$ cat src/rtl/cpu_pkg.sv
// Shared CPU definitions: datapath width, fetch-buffer depth and the fetch FSM states.
package cpu_pkg;

  localparam int XLEN        = 32;
  localparam int FETCH_DEPTH = 4;

  typedef enum logic {
    RUN   = 1'b0,
    DRAIN = 1'b1
  } fetch_state_e;

endpackage : cpu_pkg

$ cat src/rtl/fetch_buf.sv
// Fetch buffer: circular queue of requested PCs and their instruction words.
// Entries are allocated when a request is accepted and filled in order as responses return.
module fetch_buf
  import cpu_pkg::*;
#(
  parameter  int DEPTH = FETCH_DEPTH,
  localparam int PW    = $clog2(DEPTH),
  localparam int CW    = PW + 1
) (
  input  logic            clk,
  input  logic            reset,
  input  logic            clear,
  input  logic            alloc,
  input  logic [XLEN-1:0] alloc_pc,
  input  logic            fill,
  input  logic [XLEN-1:0] fill_data,
  input  logic            pop,
  output logic [CW-1:0]   count,
  output logic [CW-1:0]   unfilled,
  output logic            full,
  output logic            head_ready,
  output logic [XLEN-1:0] head_pc,
  output logic [XLEN-1:0] head_instr
);

  logic [PW-1:0]    head;
  logic [PW-1:0]    tail;
  logic [PW-1:0]    fill_ptr;
  logic [DEPTH-1:0] filled;
  logic [XLEN-1:0]  pc_mem    [DEPTH];
  logic [XLEN-1:0]  instr_mem [DEPTH];

  // NOTE: sequential state uses non-blocking assignments so every register sees pre-edge values.
  always_ff @(posedge clk or negedge reset) begin
    if (!reset) begin
      head     <= '0;
      tail     <= '0;
      fill_ptr <= '0;
      filled   <= '0;
      count    <= '0;
      unfilled <= '0;
    end else if (clear) begin
      head     <= '0;
      tail     <= '0;
      fill_ptr <= '0;
      filled   <= '0;
      count    <= '0;
      unfilled <= '0;
    end else begin
      // Responses are in order, so unfilled entries are always the youngest ones.
      if (alloc) begin
        tail         <= tail + 1'b1;
        filled[tail] <= 1'b0;
      end
      if (fill) begin
        fill_ptr         <= fill_ptr + 1'b1;
        filled[fill_ptr] <= 1'b1;
      end
      if (pop) head <= head + 1'b1;
      count    <= count + CW'(alloc) - CW'(pop);
      unfilled <= unfilled + CW'(alloc) - CW'(fill);
    end
  end

  // NOTE: the payload arrays carry no reset; occupancy and the filled bits decide what is visible.
  always_ff @(posedge clk) begin
    if (alloc && !clear) pc_mem[tail] <= alloc_pc;
    if (fill && !clear)  instr_mem[fill_ptr] <= fill_data;
  end

  assign full       = (count == CW'(DEPTH));
  assign head_ready = (count != '0) && filled[head];
  assign head_pc    = pc_mem[head];
  assign head_instr = instr_mem[head];

endmodule : fetch_buf

$ cat src/rtl/instr_fetch.sv
// Instruction fetch stage: issues memory requests, buffers responses and hands them to decode.
// On a jump, outstanding responses are counted in drop_cnt and discarded while in DRAIN.
module instr_fetch
  import cpu_pkg::*;
#(
  parameter int DEPTH = FETCH_DEPTH
) (
  input  logic            clk,
  input  logic            reset,
  input  logic [XLEN-1:0] pc_in,
  input  logic            flush,
  output logic            pc_stop,
  output logic            imem_req_valid,
  output logic [XLEN-1:0] imem_req_addr,
  input  logic            imem_req_ready,
  input  logic            imem_resp_valid,
  input  logic [XLEN-1:0] imem_resp_data,
  output logic            dec_valid,
  output logic [XLEN-1:0] dec_instr,
  output logic [XLEN-1:0] dec_pc,
  input  logic            dec_ready
);

  localparam int CW = $clog2(DEPTH) + 1;

  if ((DEPTH < 2) || ((DEPTH & (DEPTH - 1)) != 0)) begin : g_depth_check
    $error("instr_fetch: DEPTH must be a power of two and at least 2");
  end

  fetch_state_e    state, state_next;
  logic [CW-1:0]   drop_cnt, drop_next;
  logic [CW-1:0]   count, unfilled;
  logic            full, head_ready;
  logic [XLEN-1:0] head_pc, head_instr;
  logic            accept, fill, pop, resp_take;

  assign imem_req_addr  = pc_in;
  assign imem_req_valid = reset && !flush && !full;
  assign accept         = imem_req_valid && imem_req_ready;
  assign pc_stop        = !reset || (!flush && !accept);

  assign dec_valid = reset && !flush && head_ready;
  assign dec_pc    = dec_valid ? head_pc    : '0;
  assign dec_instr = dec_valid ? head_instr : '0;
  assign pop       = dec_valid && dec_ready;

  // A response belongs to the drain backlog first; only with none pending does it fill an entry.
  assign fill      = imem_resp_valid && !flush && (drop_cnt == '0) && (unfilled != '0);
  assign resp_take = imem_resp_valid && ((drop_cnt != '0) || (unfilled != '0));

  // NOTE: every always_comb output gets a default first so no path can infer a latch.
  always_comb begin
    drop_next  = drop_cnt;
    state_next = state;
    unique case (state)
      RUN: begin
        if (flush) drop_next = unfilled - CW'(resp_take);
      end
      DRAIN: begin
        if (flush)                drop_next = drop_cnt + unfilled - CW'(resp_take);
        else if (imem_resp_valid) drop_next = drop_cnt - 1'b1;
      end
    endcase
    state_next = (drop_next != '0) ? DRAIN : RUN;
  end

  always_ff @(posedge clk or negedge reset) begin
    if (!reset) begin
      state    <= RUN;
      drop_cnt <= '0;
    end else begin
      state    <= state_next;
      drop_cnt <= drop_next;
    end
  end

  fetch_buf #(
    .DEPTH (DEPTH)
  ) u_buf (
    .clk        (clk),
    .reset      (reset),
    .clear      (flush),
    .alloc      (accept),
    .alloc_pc   (pc_in),
    .fill       (fill),
    .fill_data  (imem_resp_data),
    .pop        (pop),
    .count      (count),
    .unfilled   (unfilled),
    .full       (full),
    .head_ready (head_ready),
    .head_pc    (head_pc),
    .head_instr (head_instr)
  );

`ifndef SYNTHESIS
  a_no_orphan_resp: assert property (@(posedge clk) disable iff (!reset)
    !(imem_resp_valid && (drop_cnt == '0) && (unfilled == '0)))
    else $error("instr_fetch: response with no outstanding request");
`endif

endmodule : instr_fetch
$ cat config.mk
export PLATFORM = sky130hd
export DESIGN_NAME = instr_fetch
export DESIGN_NICKNAME = d
export VERILOG_FILES = /design/src/rtl/cpu_pkg.sv /design/src/rtl/fetch_buf.sv /design/src/rtl/instr_fetch.sv
export SDC_FILE = /design/constraint.sdc
export NUM_CORES = 1
export LEC_CHECK = 0
export BUFFER_PORTS_ARGS = -buffer_cell sky130_fd_sc_hd__buf_4
export CORE_ASPECT_RATIO = 2
export CORE_MARGIN = 8
export CORE_UTILIZATION = 51
export CTS_CLUSTER_SIZE = 25
export DETAILED_ROUTE_END_ITERATION = 8
export PLACE_DENSITY = 0.84
export SYNTH_ARGS = -nofsm -noshare
export SYNTH_HDL_FRONTEND = slang
export SYNTH_SLANG_ARGS = --single-unit
$ cat constraint.sdc
create_clock -name clk -period 2.75 [get_ports clk]
set_input_delay 0.55 -clock clk [delete_from_list [all_inputs] [get_ports clk]]
set_output_delay 0.55 -clock clk [all_outputs]
set_load 0.02 [all_outputs]
[Word level (Yosys, flattened, before mapping)]
Memories as Yosys holds them, arrays and structs flattened.
Index checks and enable logic that the tools add are counted.
Storage, ports and cells
  bits in registers: 20
  bits in latches: 0
  memory bits (writable): 256
  bits in read-only memories: 0
  bits of input ports: 70
  output and inout port bits: 99
  memories: 2
Memory list
  u_buf.instr_mem: depth 4, width 32, read ports 1, clocked after memory_dff 0, write ports 1, RTL line fetch_buf.sv:31  | logic [XLEN-1:0] instr_mem [DEPTH];
  u_buf.pc_mem: depth 4, width 32, read ports 1, clocked after memory_dff 0, write ports 1, RTL line fetch_buf.sv:30  | logic [XLEN-1:0] pc_mem [DEPTH];
Cells by class
  $add $sub $neg: 11
  multipliers: 0
  div/mod/pow operators: 0
  $lt $le $gt $ge: 5
  equal/unequal tests: 1
  shift operators: 0
  muxes and demuxes: 29
  bitwise logic cells: 4
  reductions and logical operators: 29
Operator list (number)
  32-bit two-way mux: 2
  4-bit two-way mux: 4
  1-bit logical AND: 15
  3-bit two-way mux: 5
  2-bit two-way mux: 6
  3-bit nonzero test: 4
  3-bit by 1-bit subtractor with 3-bit output: 4
  2-bit by 3-bit < comparator with 1-bit output, second input constant: 3
  1-bit two-way mux: 8
  2-bit by 1-bit adder with 2-bit output, second input constant: 3
  3-bit by 1-bit adder with 3-bit output: 2
  3-bit one-hot mux with 2 select lines: 1
  2-bit nonzero test: 3
  4-bit AND: 1
  1-bit demux with 2-bit select: 2
  2-bit by 1-bit >= comparator with 1-bit output, second input constant: 2
  1-bit zero test: 4
  4-bit NOT: 1
  4-bit bitwise OR: 1
  3-bit adder: 1
  3-bit == test, second input constant: 1
  3-bit zero test: 1
  3-bit by 1-bit subtractor with 3-bit output, second input constant: 1
  1-bit binary-select mux with 2-bit select: 1
  other kinds (2): 3

[Logic depth before layout (Yosys ltp)]
  depth after elaboration: 11
  mapped depth: 12

[Modules after synthesis]
From an unflattened synthesis, not the netlist that was laid out.
Unflattened totals
  cells, all modules: 579
  area, all modules: 11412.2 um^2
By module, submodules not included
  fetch_buf: instances 1, cells an instance 424, area each 10232.3 um^2, sequential area each 8087.8 um^2
  instr_fetch: instances 1, cells an instance 155, area each 1179.9 um^2, sequential area each 100.1 um^2

[Worst setup path before layout]
Ideal clock, no wire load.
  kind: flip-flop to flip-flop
  from: reg drop_cnt[0]
  to: reg state
  library setup time: 0.138 ns
  arrival: 2.616 ns
  path slack: -0.004 ns
  stages on the path, launching flop included: 13
  buffers on the path: 0
  period minus slack after synthesis: 2.754 ns
  cell sequence: dfrtp_1 inv_1 ha_1 nand2b_1 o41a_1 ha_1 inv_1 ha_1 fa_1 xor3_1 mux2i_1 xor2_1 o211ai_1
Between the ends
  word-level cells in the longest chain between the ends: 8
  elaborated cells between the ends (all ways): 13
  those cells by class: 4 x add/sub; 5 x mux; 4 x reduce/logical
RTL lines
  start, declared: RTL line instr_fetch.sv:31  | logic [CW-1:0] drop_cnt, drop_next;
  start signal, assigned: RTL line instr_fetch.sv:73  | drop_cnt <= drop_next;
  branches (longest 5 deep; another with 3-bit adder)
  3-bit one-hot mux with 2 select lines *: RTL line instr_fetch.sv:55  | unique case (state)
  3-bit nonzero test *: RTL line instr_fetch.sv:64  | state_next = (drop_next != '0) ? DRAIN : RUN;
  1-bit two-way mux *: RTL line instr_fetch.sv:64
  via state_next: RTL line instr_fetch.sv:30  | fetch_state_e state, state_next;
  end signal, assigned: RTL line instr_fetch.sv:72  | state <= state_next;
  end, declared: RTL line instr_fetch.sv:30
Mark *: on every way through the listed nets, which the timed path passes.
A chain may end at the register's enable or synchronous reset.

[Final worst setup path]
  from: reg drop_cnt[1]
  to: reg state
Same word-level chain as after synthesis.

==> run summary <==
status -> finished with violations
violated checks -> setup timing
CTS tree -> done
number of antenna repair diodes -> 0
Max Cap Viol -> 0
top-level I/O count -> 169
syn_area_per_cell -> 19.7 µm²
mux cell area share after synthesis -> 13.4%
Critical Path RT -> 3.13 ns
fill count -> 1431
GRT Total Usage -> 18.0%
post-synth cell types -> 38
initial antenna violation count -> 0
width of the die -> 121 µm
via count -> 5798
Reg area -> 8190 µm²
layout net count -> 848
fraction of layout cells with a size suffix above 1 -> 51.5%
Reg clk slew, reported paths -> 0.07 ns
Overflow after GRT -> 0
WS Path Type -> flop to flop
input/output buffers -> 168
reg2reg start -> drop_cnt[1]
register area share after synthesis -> 72.3%
Hold WC Path Type -> input port to flop
clock buffer depth -> 3
Residual DRC -> 0
clk_skew -> 0.0116 ns
fmax -> 356 MHz
fin area -> 14400 µm²
Least-Margin Pin Slew -> 0.412 ns
vias in the first global route -> 6440
final std cells w/o fill -> 1049
Reg-to-Reg End -> state
post-synthesis net count -> 666
final slew viol count -> 0
adder-cell share of the synthesized area -> 2.63%
largest family of logic cells by synthesized area -> multiplexers
Leakage -> 5.18 nW
Ys Warns -> 0
H-tree Lvls -> 1
Initial DRT Pass Iterations -> 4
worst skew pair latency -> 0.52 ns
Setup WS post-layout -> -0.0555 ns
Synth Cell Area -> 11300 µm²
leading register cell type out of synthesis -> edfxtp_1
Routed Antenna Nets -> 0
number of synthesized flops with an enable pin -> 256
Final Power -> 8.65 mW
GPL Wtd Cong -> 0.750
first-pass GRT wire length -> 36.9 mm
compound-gate portion of the synthesized area -> 1.32%
Crit Path Max Fanout -> 2
Slew HR -> 72.6%
hold path depth -> 1
asr flop ratio synth -> 7.25%
Post-DP Area -> 12800 µm²
PD cells -> 601 nW/µm²
Initial Util -> 51.5%
RSZ-0062 raised after global routing -> yes
final wirelength -> 25.4 mm
simple-gate share of the synthesized area -> 5.24%
# rows -> 77
CTS root buffer -> clkbuf_16
hold path startpoint -> imem_resp_data[14]
Cells after DPL -> 981
Die H -> 227 µm
Tcrit/Tclk final -> 102%
Worst Reg2Reg Path Length in Cells -> 12
area of the multi-input gates -> 2840 µm²
Syn-to-layout area delta -> 27.1%
VDD IR max -> 675 µV
CP Capture Type -> flop
die area -> 27500 µm²
flip-flop and latch count after synthesis -> 276
Tmin final -> 2.81 ns
R2R setup slack -> -0.06 ns
core area -> 22000 µm²
Vias/cell -> 5.53
First DRT Iteration DRCs -> 378
final hold violations -> 0
final HPWL from detailed placement -> 14.9 mm
Setup crit start kind -> flop
TritonCTS Buffers -> 23
setup violators final -> 58
Post-Synth XOR/XNOR Area -> 0.829%
Wirelength per Cell -> 24.2 µm
Post-Syn Instances -> 574
largest net degree at the start of global routing -> 67
Worst EP arrival -> 3.18 ns
Clock Sinks -> 276
hold endpoint -> u_buf.instr_mem[2][14]
==> synthesized netlist by cell type (7+ instances only) <==
| cell type | instances | share of area [%] |
|---|---|---|
| edfxtp_1 | 256 | 68 |
| nand2_1 | 8 | 0.27 |
| inv_1 | 22 | 0.73 |
| and2_1 | 60 | 3.3 |
| clkbuf_1 | 8 | 0.27 |
| buf_2 | 7 | 0.31 |
| dfrtp_1 | 20 | 4.4 |
| nor2_1 | 8 | 0.27 |
| mux4_2 | 65 | 13 |
| ha_1 | 19 | 2.1 |
| buf_4 | 33 | 2.2 |
| and2_4 | 11 | 0.85 |
==> per-stage QoR <==
stage / utilization (%) / worst slack, ns / hold slack [ns] / setup TNS, ns
2_1_floorplan: - / 0.0624 / 0.254 / 0
3_3_place_gp: 58.2 / 0.0518 / 0.491 / 0
3_5_place_dp: 58.2 / -0.176 / 0.516 / -0.346
4_1_cts: 63.6 / -0.0759 / 0.210 / -2.59
5_1_grt: 65.5 / -0.172 / 0.215 / -4.77
6_report: 65.5 / -0.0555 / 0.237 / -1.43
==> timing repair <==
action                                 4_1_cts  5_1_grt
hold buffers                                 1        0
setup endpoints to repair                   66       67
cloned                                       8        5
gates resized for setup                     53       77
buffers inserted                             5        8
pin swaps                                    6        7
endpoints found under the hold margin       20        0
==> how the worst max path moves through the flow <==
| stage | from | end | slack [ns] | cells past startpoint |
|---|---|---|---|---|
| finish | drop_cnt[1] | state | -0.06 | 12 |
| floorplan | drop_cnt[0] | state | 0.06 | 12 |
| detailed placement | drop_cnt[1] | drop_cnt[2] | -0.18 | 12 |
| global placement | drop_cnt[0] | state | 0.05 | 12 |
| global route | drop_cnt[1] | state | -0.17 | 12 |
| CTS | u_buf.head[0] | dec_instr[18] | -0.08 | 5 |
==> cells in the final DEF, fill, tap and decap left out, drive strengths merged <==
| cell type | instances |
|---|---|
| a311oi | 1 |
| clkinv | 8 |
| o21ai | 4 |
| mux4 | 65 |
| inv | 24 |
| o211ai | 2 |
| nand3 | 2 |
| nor2 | 8 |
| nor4b | 1 |
| a21boi | 1 |
| fa | 3 |
| nand2b | 1 |
| o31a | 1 |
| dlygate4sd3 | 1 |
| dfrtp | 20 |
| clkinvlp | 4 |
| nand2 | 8 |
| and2 | 71 |
| and3 | 1 |
| o311a | 2 |
| a21oi | 3 |
| o21a | 1 |
| o41a | 1 |
| nor3 | 1 |
| xnor2 | 6 |
| a31o | 3 |
| xor3 | 1 |
| clkbuf | 30 |
| xor2 | 2 |
| bufinv | 2 |
| a22oi | 1 |
| mux2i | 5 |
| nor2b | 3 |
| buf | 211 |
| ha | 19 |
| edfxtp | 256 |
==> cells by family after synthesis <==
family / Yosys count
muxes: 70
xor gates and xnor gates: 9
DFF: 276
buffers and inverters: 81
AOI/OAI and AO/OA: 20
and+or+nand+nor: 96
adders and majority gates: 22
==> layer usage <==
metal	vias up	track usage, %	wire, µm
met3	50	2.59	1240
met1	2975	18.6	8510
met4	0	7.45	860
met5	-	0	0
met2	215	34.8	14800
li1	2558	-	-
==> final cells by class <==
class,instances,area share (%)
clock buffers,26,4.08
clock inverters,16,1.03
inverters,22,0.574
repair buffers,216,15.2
flip-flops and latches,276,56.9
multi-input cells,217,19.8
well taps,276,2.40
==> critical path, cell delays in order, from the launching register on <==
cell and delay, ns:
dfrtp_1 0.40, inv_2 0.09, ha_4 0.15, nand2b_4 0.05, o41a_1 0.34, ha_1 0.32, inv_1 0.06, ha_2 0.17
fa_2 0.36, xor3_1 0.18, mux2i_1 0.19, xor2_1 0.22, o211ai_1 0.14
==> registers in the layout (all words and copies together) (netlist names) <==
register	cells
u_buf.count	3
u_buf.tail	2
drop_cnt	3
u_buf.fill_ptr	2
u_buf.unfilled	3
u_buf.instr_mem	128
u_buf.head	2
u_buf.pc_mem	128
state	1
u_buf.filled	4
==> power breakdown <==
part	internal [mW]	switching (mW)
clock network	1.75	1.44
registers	4.65	0.0476
logic	0.401	0.369
total	6.80	1.85
Note: power is estimated with default switching activity, not from simulation.
